$ cat config.mk
export PLATFORM = sky130hd
export DESIGN_NAME = snoop_responder
export DESIGN_NICKNAME = d
export VERILOG_FILES = /design/src/rtl/snoop_responder.sv
export SDC_FILE = /design/constraint.sdc
export NUM_CORES = 1
export LEC_CHECK = 0
export BUFFER_PORTS_ARGS = -buffer_cell sky130_fd_sc_hd__buf_2
export CORE_AREA = 10 10 180 182
export DETAILED_ROUTE_END_ITERATION = 16
export DIE_AREA = 0 0 190 192
export MAX_ROUTING_LAYER = met4
export PLACE_DENSITY = 0.62
export SYNTH_ARGS = -nofsm -noshare
export SYNTH_HDL_FRONTEND = slang
export SYNTH_SLANG_ARGS = --single-unit
export TNS_END_PERCENT = 1
$ cat constraint.sdc
create_clock -name clk -period 5.3 [get_ports clk]
set_input_delay 0.795 -clock clk [delete_from_list [all_inputs] [get_ports clk]]
set_output_delay 0.795 -clock clk [all_outputs]
set_load 0.005 [all_outputs]
$ cat src/rtl/snoop_responder.sv
`default_nettype none
// ============================================================================
// Module   : snoop_responder
// Purpose  : Per-CPU coherence responder between a data-cache tag/state array
//            and a shared snooping bus. Answers bus snoop searches with hit,
//            block state and line data, then applies the downgrade or
//            invalidate. Also accepts local fill/write/evict updates from its
//            own CPU. Snoops win same-cycle conflicts with local requests.
// Revision : 1.0 - initial release
//
// Optional feature macro: MESI_EN
//   When defined, adds the Exclusive state (2'b11) and the loc_excl input.
//   When undefined, the block is pure MSI and 2'b11 is never produced.
//
// Ports:
//   clk, rst_n                 clock, synchronous active-low reset
//   cpu_search, snoop_rd, BOCI bus snoop lookup request, read/write kind, addr
//   invalidate_from_other_cpu  bus invalidate-only request
//   snoop_busy                 responder is not idle
//   search_done                one-cycle pulse, snoop response valid
//   cpu_search_found           tag hit on a valid line (held until next resp)
//   block_state                state of the snooped line (held)
//   send_other_proc_data       snooped line data, 0 on miss (held)
//   inv_ack                    one-cycle pulse, invalidate applied
//   loc_req, loc_op, loc_addr, loc_wdata  local update request
//   loc_excl                   (MESI_EN only) fill in Exclusive state
//   loc_ready                  local request accepted this cycle
//   loc_state                  combinational state of the loc_addr line
// ============================================================================
module snoop_responder #(
  parameter int LINES  = 8,
  parameter int ADDR_W = 13,
  parameter int DATA_W = 16
) (
  input  logic              clk,
  input  logic              rst_n,
  input  logic              cpu_search,
  input  logic              snoop_rd,
  input  logic [ADDR_W-1:0] BOCI,
  input  logic              invalidate_from_other_cpu,
  output logic              snoop_busy,
  output logic              search_done,
  output logic              cpu_search_found,
  output logic [1:0]        block_state,
  output logic [DATA_W-1:0] send_other_proc_data,
  output logic              inv_ack,
  input  logic              loc_req,
  input  logic [1:0]        loc_op,
  input  logic [ADDR_W-1:0] loc_addr,
  input  logic [DATA_W-1:0] loc_wdata,
`ifdef MESI_EN
  input  logic              loc_excl,
`endif
  output logic              loc_ready,
  output logic [1:0]        loc_state
);

  localparam int IDX_W = $clog2(LINES);
  localparam int TAG_W = ADDR_W - IDX_W;

  localparam logic [1:0] ST_I = 2'b00;
  localparam logic [1:0] ST_S = 2'b01;
  localparam logic [1:0] ST_M = 2'b10;
`ifdef MESI_EN
  localparam logic [1:0] ST_E = 2'b11;
`endif

  localparam logic [1:0] OP_FILL  = 2'b00;
  localparam logic [1:0] OP_WRITE = 2'b01;
  localparam logic [1:0] OP_EVICT = 2'b10;

  typedef enum logic [1:0] {
    IDLE   = 2'd0,
    LOOKUP = 2'd1,
    RESP   = 2'd2,
    INV    = 2'd3
  } fsm_t;

  fsm_t state, state_nxt;

  // Line table
  logic [1:0]        line_st   [LINES];
  logic [TAG_W-1:0]  line_tag  [LINES];
  logic [DATA_W-1:0] line_data [LINES];

  // Registered snoop request
  logic [ADDR_W-1:0] snp_addr;
  logic              snp_rd;

  logic [IDX_W-1:0]  snp_idx;
  logic [TAG_W-1:0]  snp_tag;
  logic              snp_hit;
  logic [IDX_W-1:0]  loc_idx;
  logic [TAG_W-1:0]  loc_tag;
  logic              loc_fire;

  assign snp_idx  = snp_addr[IDX_W-1:0];
  assign snp_tag  = snp_addr[ADDR_W-1:IDX_W];
  assign snp_hit  = (line_tag[snp_idx] == snp_tag) && (line_st[snp_idx] != ST_I);

  assign loc_idx  = loc_addr[IDX_W-1:0];
  assign loc_tag  = loc_addr[ADDR_W-1:IDX_W];
  assign loc_fire = loc_req & loc_ready;

  // An I line reads as 00 whether or not the tag matches.
  assign loc_state = (line_tag[loc_idx] == loc_tag) ? line_st[loc_idx] : ST_I;

  // --------------------------------------------------------------------------
  // Next-state and strobe outputs
  // --------------------------------------------------------------------------
  always_comb begin
    state_nxt   = state;
    snoop_busy  = 1'b1;
    search_done = 1'b0;
    inv_ack     = 1'b0;
    loc_ready   = 1'b0;
    case (state)
      IDLE: begin
        snoop_busy = 1'b0;
        loc_ready  = ~cpu_search & ~invalidate_from_other_cpu;
        if (cpu_search)
          state_nxt = LOOKUP;
        else if (invalidate_from_other_cpu)
          state_nxt = INV;
      end
      LOOKUP: state_nxt = RESP;
      RESP: begin
        search_done = 1'b1;
        state_nxt   = IDLE;
      end
      INV: begin
        inv_ack   = 1'b1;
        state_nxt = IDLE;
      end
      default: state_nxt = IDLE;
    endcase
  end

  // --------------------------------------------------------------------------
  // State register, snoop capture, response registers and line table
  // --------------------------------------------------------------------------
  always_ff @(posedge clk) begin
    if (!rst_n) begin
      state                <= IDLE;
      snp_addr             <= '0;
      snp_rd               <= 1'b0;
      cpu_search_found     <= 1'b0;
      block_state          <= ST_I;
      send_other_proc_data <= '0;
      for (int i = 0; i < LINES; i++) begin
        line_st[i]   <= ST_I;
        line_tag[i]  <= '0;
        line_data[i] <= '0;
      end
    end else begin
      state <= state_nxt;

      case (state)
        IDLE: begin
          if (cpu_search) begin
            snp_addr <= BOCI;
            // A coincident invalidate turns the search into a write snoop.
            snp_rd   <= snoop_rd & ~invalidate_from_other_cpu;
          end else if (invalidate_from_other_cpu) begin
            snp_addr <= BOCI;
          end

          // Local updates only happen in IDLE, so they never race the
          // snoop-side writes below.
          if (loc_fire) begin
            case (loc_op)
              OP_FILL: begin
                line_tag[loc_idx]  <= loc_tag;
                line_data[loc_idx] <= loc_wdata;
`ifdef MESI_EN
                line_st[loc_idx]   <= loc_excl ? ST_E : ST_S;
`else
                line_st[loc_idx]   <= ST_S;
`endif
              end
              OP_WRITE: begin
                line_tag[loc_idx]  <= loc_tag;
                line_data[loc_idx] <= loc_wdata;
                line_st[loc_idx]   <= ST_M;
              end
              OP_EVICT: begin
                if (line_tag[loc_idx] == loc_tag)
                  line_st[loc_idx] <= ST_I;
              end
              default: ;
            endcase
          end
        end

        LOOKUP: begin
          cpu_search_found     <= snp_hit;
          block_state          <= snp_hit ? line_st[snp_idx] : ST_I;
          send_other_proc_data <= snp_hit ? line_data[snp_idx] : '0;
        end

        RESP: begin
          // Line cannot change between LOOKUP and here (no local updates
          // outside IDLE), so the registered hit is still valid.
          if (cpu_search_found)
            line_st[snp_idx] <= snp_rd ? ST_S : ST_I;
        end

        INV: begin
          if (snp_hit)
            line_st[snp_idx] <= ST_I;
        end

        default: ;
      endcase
    end
  end

endmodule
`default_nettype wire

* After elaboration in Yosys (flattened, before gate mapping)
Memories as Yosys holds them, arrays and structs flattened. A register that Yosys moved wholly into a read port is not among the register bits.
Index checks and enable logic that the tools add are counted.
** Storage, ports and cells
- Register bits :: 35
- Memory bits (writable) :: 224
- Output and inout bits :: 25
- Memories :: 3
** Memories
- line_data :: words 8, bits a word 16, rd ports 1, clocked after memory_dff 1, write ports 8, line 84 : logic [DATA_W-1:0] line_data [LINES];
- line_tag :: words 8, bits a word 10, rd ports 2, clocked after memory_dff 1, write ports 8, line 83 : logic [TAG_W-1:0] line_tag [LINES];
- line_st :: words 8, bits a word 2, rd ports 2, clocked after memory_dff 1, write ports 8, line 82 : logic [1:0] line_st [LINES];
** Operators by class
- Equal/unequal tests :: 8
- Multiplexer cells :: 61
- Bitwise operators :: 10
- Reduce and logical (&&, ||, !) cells :: 12
** Operator list (count)
- 16-bit 2-to-1 mux :: 3
- 1-bit 2-to-1 mux :: 34
- 3-bit 2-to-1 mux :: 10
- 13-bit 2-to-1 mux :: 2
- 10-bit == test :: 2
- 10-bit 2-to-1 mux :: 2
- 2-bit 2-to-1 mux :: 9
- 16-bit OR reduction :: 1
- 10-bit OR reduction :: 1
- 2-bit == test, second input constant :: 3
- 2-bit case mux with 3 select lines :: 1
- 2-bit OR reduction :: 3
- 1-bit bitwise OR :: 5
- 2-bit by 1-bit == test with 1-bit output, second input constant :: 2
- 2-bit logical NOT :: 2
- 2-bit AND reduction :: 2
- 2-bit nonzero test :: 2
- 1-bit bitwise AND :: 3
- 3-bit inequality test, second input constant :: 1
- 1-bit NOT :: 2
- 1-bit logical AND :: 1

* Longest topological paths before layout
- Depth after elaboration :: 13
- Mapped depth :: 11

* Worst setup path before layout
Ideal clock, no wire load.
- Path kind :: input to register
- From :: in loc_addr[0]
- To :: mem line_data[1][0], enable pin
- Data arrival time :: 3738 ps
- Required time :: 4855 ps
- Slack :: 1116 ps
- Stages :: 5
- Buffers on the path :: 3
- Cell sequence :: buf_2 > buf_1 > buf_2 > nand2_1 > o21ai_0
** RTL lines
- start, declared :: line 49 : input logic [ADDR_W-1:0] loc_addr,
- end, declared :: line 84

* Worst setup path after layout
- From :: in loc_addr[1]
- To :: out loc_state[1]
** Between the ends
- Longest elaborated chain between the ends :: 3
- Elaborated cells on any way between the ends :: 4
** RTL lines
- memory read 8 x 10 bit
- 10-bit == test :: line 106 : assign loc_state = (line_tag[loc_idx] == loc_tag) ? line_st[loc_idx] : ST_I;
- 2-bit 2-to-1 mux * :: line 106
- end, declared :: line 55 : output logic [1:0] loc_state
Every way passes the cells marked *; elsewhere a longest branch is shown, timed or not.

==> impl_metrics.tcl <==
set metrics [dict create \
    cts_setup_buffers 0 \
    mostFrequentLayoutCells "224 x edfxtp_1, 212 x and2_1, 74 x buf_2" \
    layout.nets 1044 \
    cpPeakStageDelay_ps 760 \
    layout-drive-gt1-share_pct 25.3 \
    cp.arrival_ps 3570 \
    cp_num_buf_inv 2 \
    rsz0062_at_grt "false" \
    postSynthAreaPerCell_sq_um 13.8 \
    multi_input_area_sq_mm 0.00508 \
    cp.depth 9 \
    drt-total-wl_microns 33300 \
    synthToLayoutAreaGrowth_pct 13.9 \
    cp_max_fo 20 \
    period_needed_ps 4370 \
    endpoint "loc_state[1]" \
    hold_depth 2 \
    io_pins 75 \
    core_area_sq_mm 0.0286 \
    ant_nets 0 \
    ys.flop_type "edfxtp_1" \
    vias_per_cell 5.57 \
    path_clk_slew_ps 60 \
    drt-wirelength-per-cell_microns 23.8 \
    yosysUniqueCellTypes 56 \
    ys_warn_count 0 \
    clock_skew_ps 10.2 \
    dieArea_sq_mm 0.0365 \
    syn_inst 925 \
    cts-resized-gates 0 \
    yosys.area_share.adder_pct 0 \
    power.leakage_nw 5.29 \
    cts_sinks 262 \
    cts_hold_buffers 0 \
    report.final.slew_viol_count 0 \
    critical_path_class "primary input to output pin" \
    synth_enable_flop_cells 224 \
    critPathLaunchType "primary input" \
    clock-root-buffer "clkbuf_16" \
    vias 7805 \
    hp-class "register to register" \
    fin_crit_sh_pct 82.4 \
    layout_commonest_cell "edfxtp_1" \
    cts_buffer_depth 3 \
    synth_compound_area_share_pct 6.38 \
    grt_overflow 0 \
    synth_mux_area_share_pct 15.1 \
    drc 0 \
    antenna_found_initial 2 \
    crit_top_cell "buf_2" \
    cts_buffers 29 \
    fin_setup_tns_ps 0 \
    reg2reg_slack_ps 1550 \
    first_pass_iters 6 \
    drv_cap 0 \
    path_cells "buf_2, nor2b_1, a221oi_1, o221ai_1, xor2_1, or4_1, or2_2, a21oi_1, buf_2" \
    cp-end-kind "output pin" \
    required_ps 4510 \
    hold_ws_ps 482 \
    htreeDepth 1 \
    synthSimpleGateAreaFrac_pct 16.4 \
    synth_area_sq_mm 0.0127 \
    grt_max_degree 57 \
    row_count 62 \
    fillers 2415 \
    io_buffers 74 \
    slew_headroom_pct 28.8 \
    power_density_mw_per_mm2 322 \
    grt_pass1_vias 8031 \
    status "complete, no violations" \
    setup_viol 0 \
    synth_xor_area_share_pct 1.03 \
    tightest_slew_ps 1060 \
    grt_pass1_wl_microns 50900 \
    cts_tree "yes" \
    startpoint "loc_addr[1]" \
    worst_path_max_delay_cell "nor2b_1" \
    start_util_pct 44.4 \
    syn-num-nets 975 \
    vdd_ir_drop_max_uv 234 \
    register_area_sq_mm 0.00749 \
    synth_seq_cells 262 \
    fmax_ghz 0.229 \
    dieWidth_microns 190 \
    place_congestion 0.866 \
    crit_family "simple AND/OR/NAND/NOR gates" \
    reg2reg_to "line_st[6][0]" \
    dieHeight_microns 192 \
    synth_top_family_by_area "simple AND/OR/NAND/NOR gates" \
    r2r_cells 8 \
    grt_usage_pct 18.9 \
    place_hpwl_microns 20900 \
    insertion_delay_ps 560 \
    synth-async-reset-ratio_pct 0 \
    synth-seq-area-share_pct 58.9 \
    hold_viol 0 \
    drt_iter0_drc 755 \
]
## per-layer routing
layer	part of all wire (%)	track usage (%)
met2	47	29.8
met3	6.1	3.54
met1	44	24.5
met4	2.3	5.49
met5	0	-
## state kept, by name, summed over array words and instances, names as in the netlist, named ones only
register / count
cpu_search_found: 1
block_state: 2
line_data: 128
state: 2
snp_rd: 1
line_st: 16
send_other_proc_data: 16
line_tag: 80
snp_addr: 13
## Yosys cell counts (all sizes together), types with 3 or more instances
| library cell | count | area [sq um] |
|---|---|---|
| nand3 | 11 | 55.1 |
| nor3 | 3 | 31.3 |
| mux2i | 45 | 450 |
| mux2 | 25 | 282 |
| o21ai | 13 | 68.8 |
| dfxtp | 38 | 761 |
| o211ai | 3 | 22.5 |
| o22ai | 5 | 31.3 |
| buf | 24 | 128 |
| and3 | 7 | 43.8 |
| xnor2 | 11 | 96.3 |
| a21boi | 14 | 105 |
| edfxtp | 224 | 6730 |
| clkbuf | 34 | 128 |
| mux4 | 53 | 1190 |
| inv | 4 | 15.0 |
| nand2b | 5 | 31.3 |
| nand3b | 3 | 22.5 |
| nand2 | 42 | 158 |
| nor2b | 24 | 173 |
| xor2 | 4 | 35.0 |
| and2 | 212 | 1330 |
| nand4 | 7 | 43.8 |
| a221oi | 7 | 61.3 |
| nor2 | 28 | 105 |
| a21oi | 19 | 95.1 |
| a22oi | 29 | 263 |
## tightest hold or removal path: cells and delay by family (launching register included)
kind	cells	cell delay (ps)
flip-flops	1	320
AO/OA/AOI/OAI	1	60
AND/OR/NAND/NOR	1	50
## per-stage QoR
| step | power [mW] | instance area (sq um) | cells | worst slack, ps | util, % |
|---|---|---|---|---|---|
| 2_1_floorplan | 2.67 | 12700 | 925 | 1120 | - |
| 3_3_place_gp | 2.83 | 13600 | 1347 | 1020 | 47.5 |
| 3_5_place_dp | 2.84 | 13600 | 1347 | 962 | 47.5 |
| 4_1_cts | 4.70 | 14500 | 1401 | 947 | 50.6 |
| 5_1_grt | 4.83 | 14500 | 1402 | 774 | 50.6 |
| 6_report | 4.66 | 14500 | 1402 | 935 | 50.6 |
## report_power, final
| group | switching [mW] | leakage [nW] | internal [mW] |
|---|---|---|---|
| Combinational | 0.248 | 2.22 | 0.182 |
| Sequential | 0.0584 | 2.64 | 2.30 |
| Clock | 0.796 | 0.428 | 1.08 |
## kinds of logic after synthesis
kind of cell,count (synthesis)
AO/OA/AOI/OAI,108
XOR/XNOR,15
buffers and inverters,63
flip-flops,262
multiplexers,123
AND/OR/NAND/NOR,354
## final cells by class
type / instances / area share (%)
diodes: 1 / 0.0173
inverters: 5 / 0.130
clock buffers: 50 / 5.83
clock inverters: 4 / 0.242
multi-input cells: 600 / 35.0
flip-flops and latches: 262 / 51.7
repair buffers: 96 / 3.70
well taps: 384 / 3.32
## worst min-delay path by stage
stage | start | end | slack (ps)
floorplan | snp_addr[11] | snp_addr[11] | 460
global placement | snp_addr[3] | snp_addr[3] | 460
detailed placement | snp_addr[10] | snp_addr[10] | 480
CTS | BOCI[12] | snp_addr[12] | 470
global route | snp_addr[10] | snp_addr[10] | 500
finish | snp_addr[10] | snp_addr[10] | 480
Power figures use the tool's default switching activity.
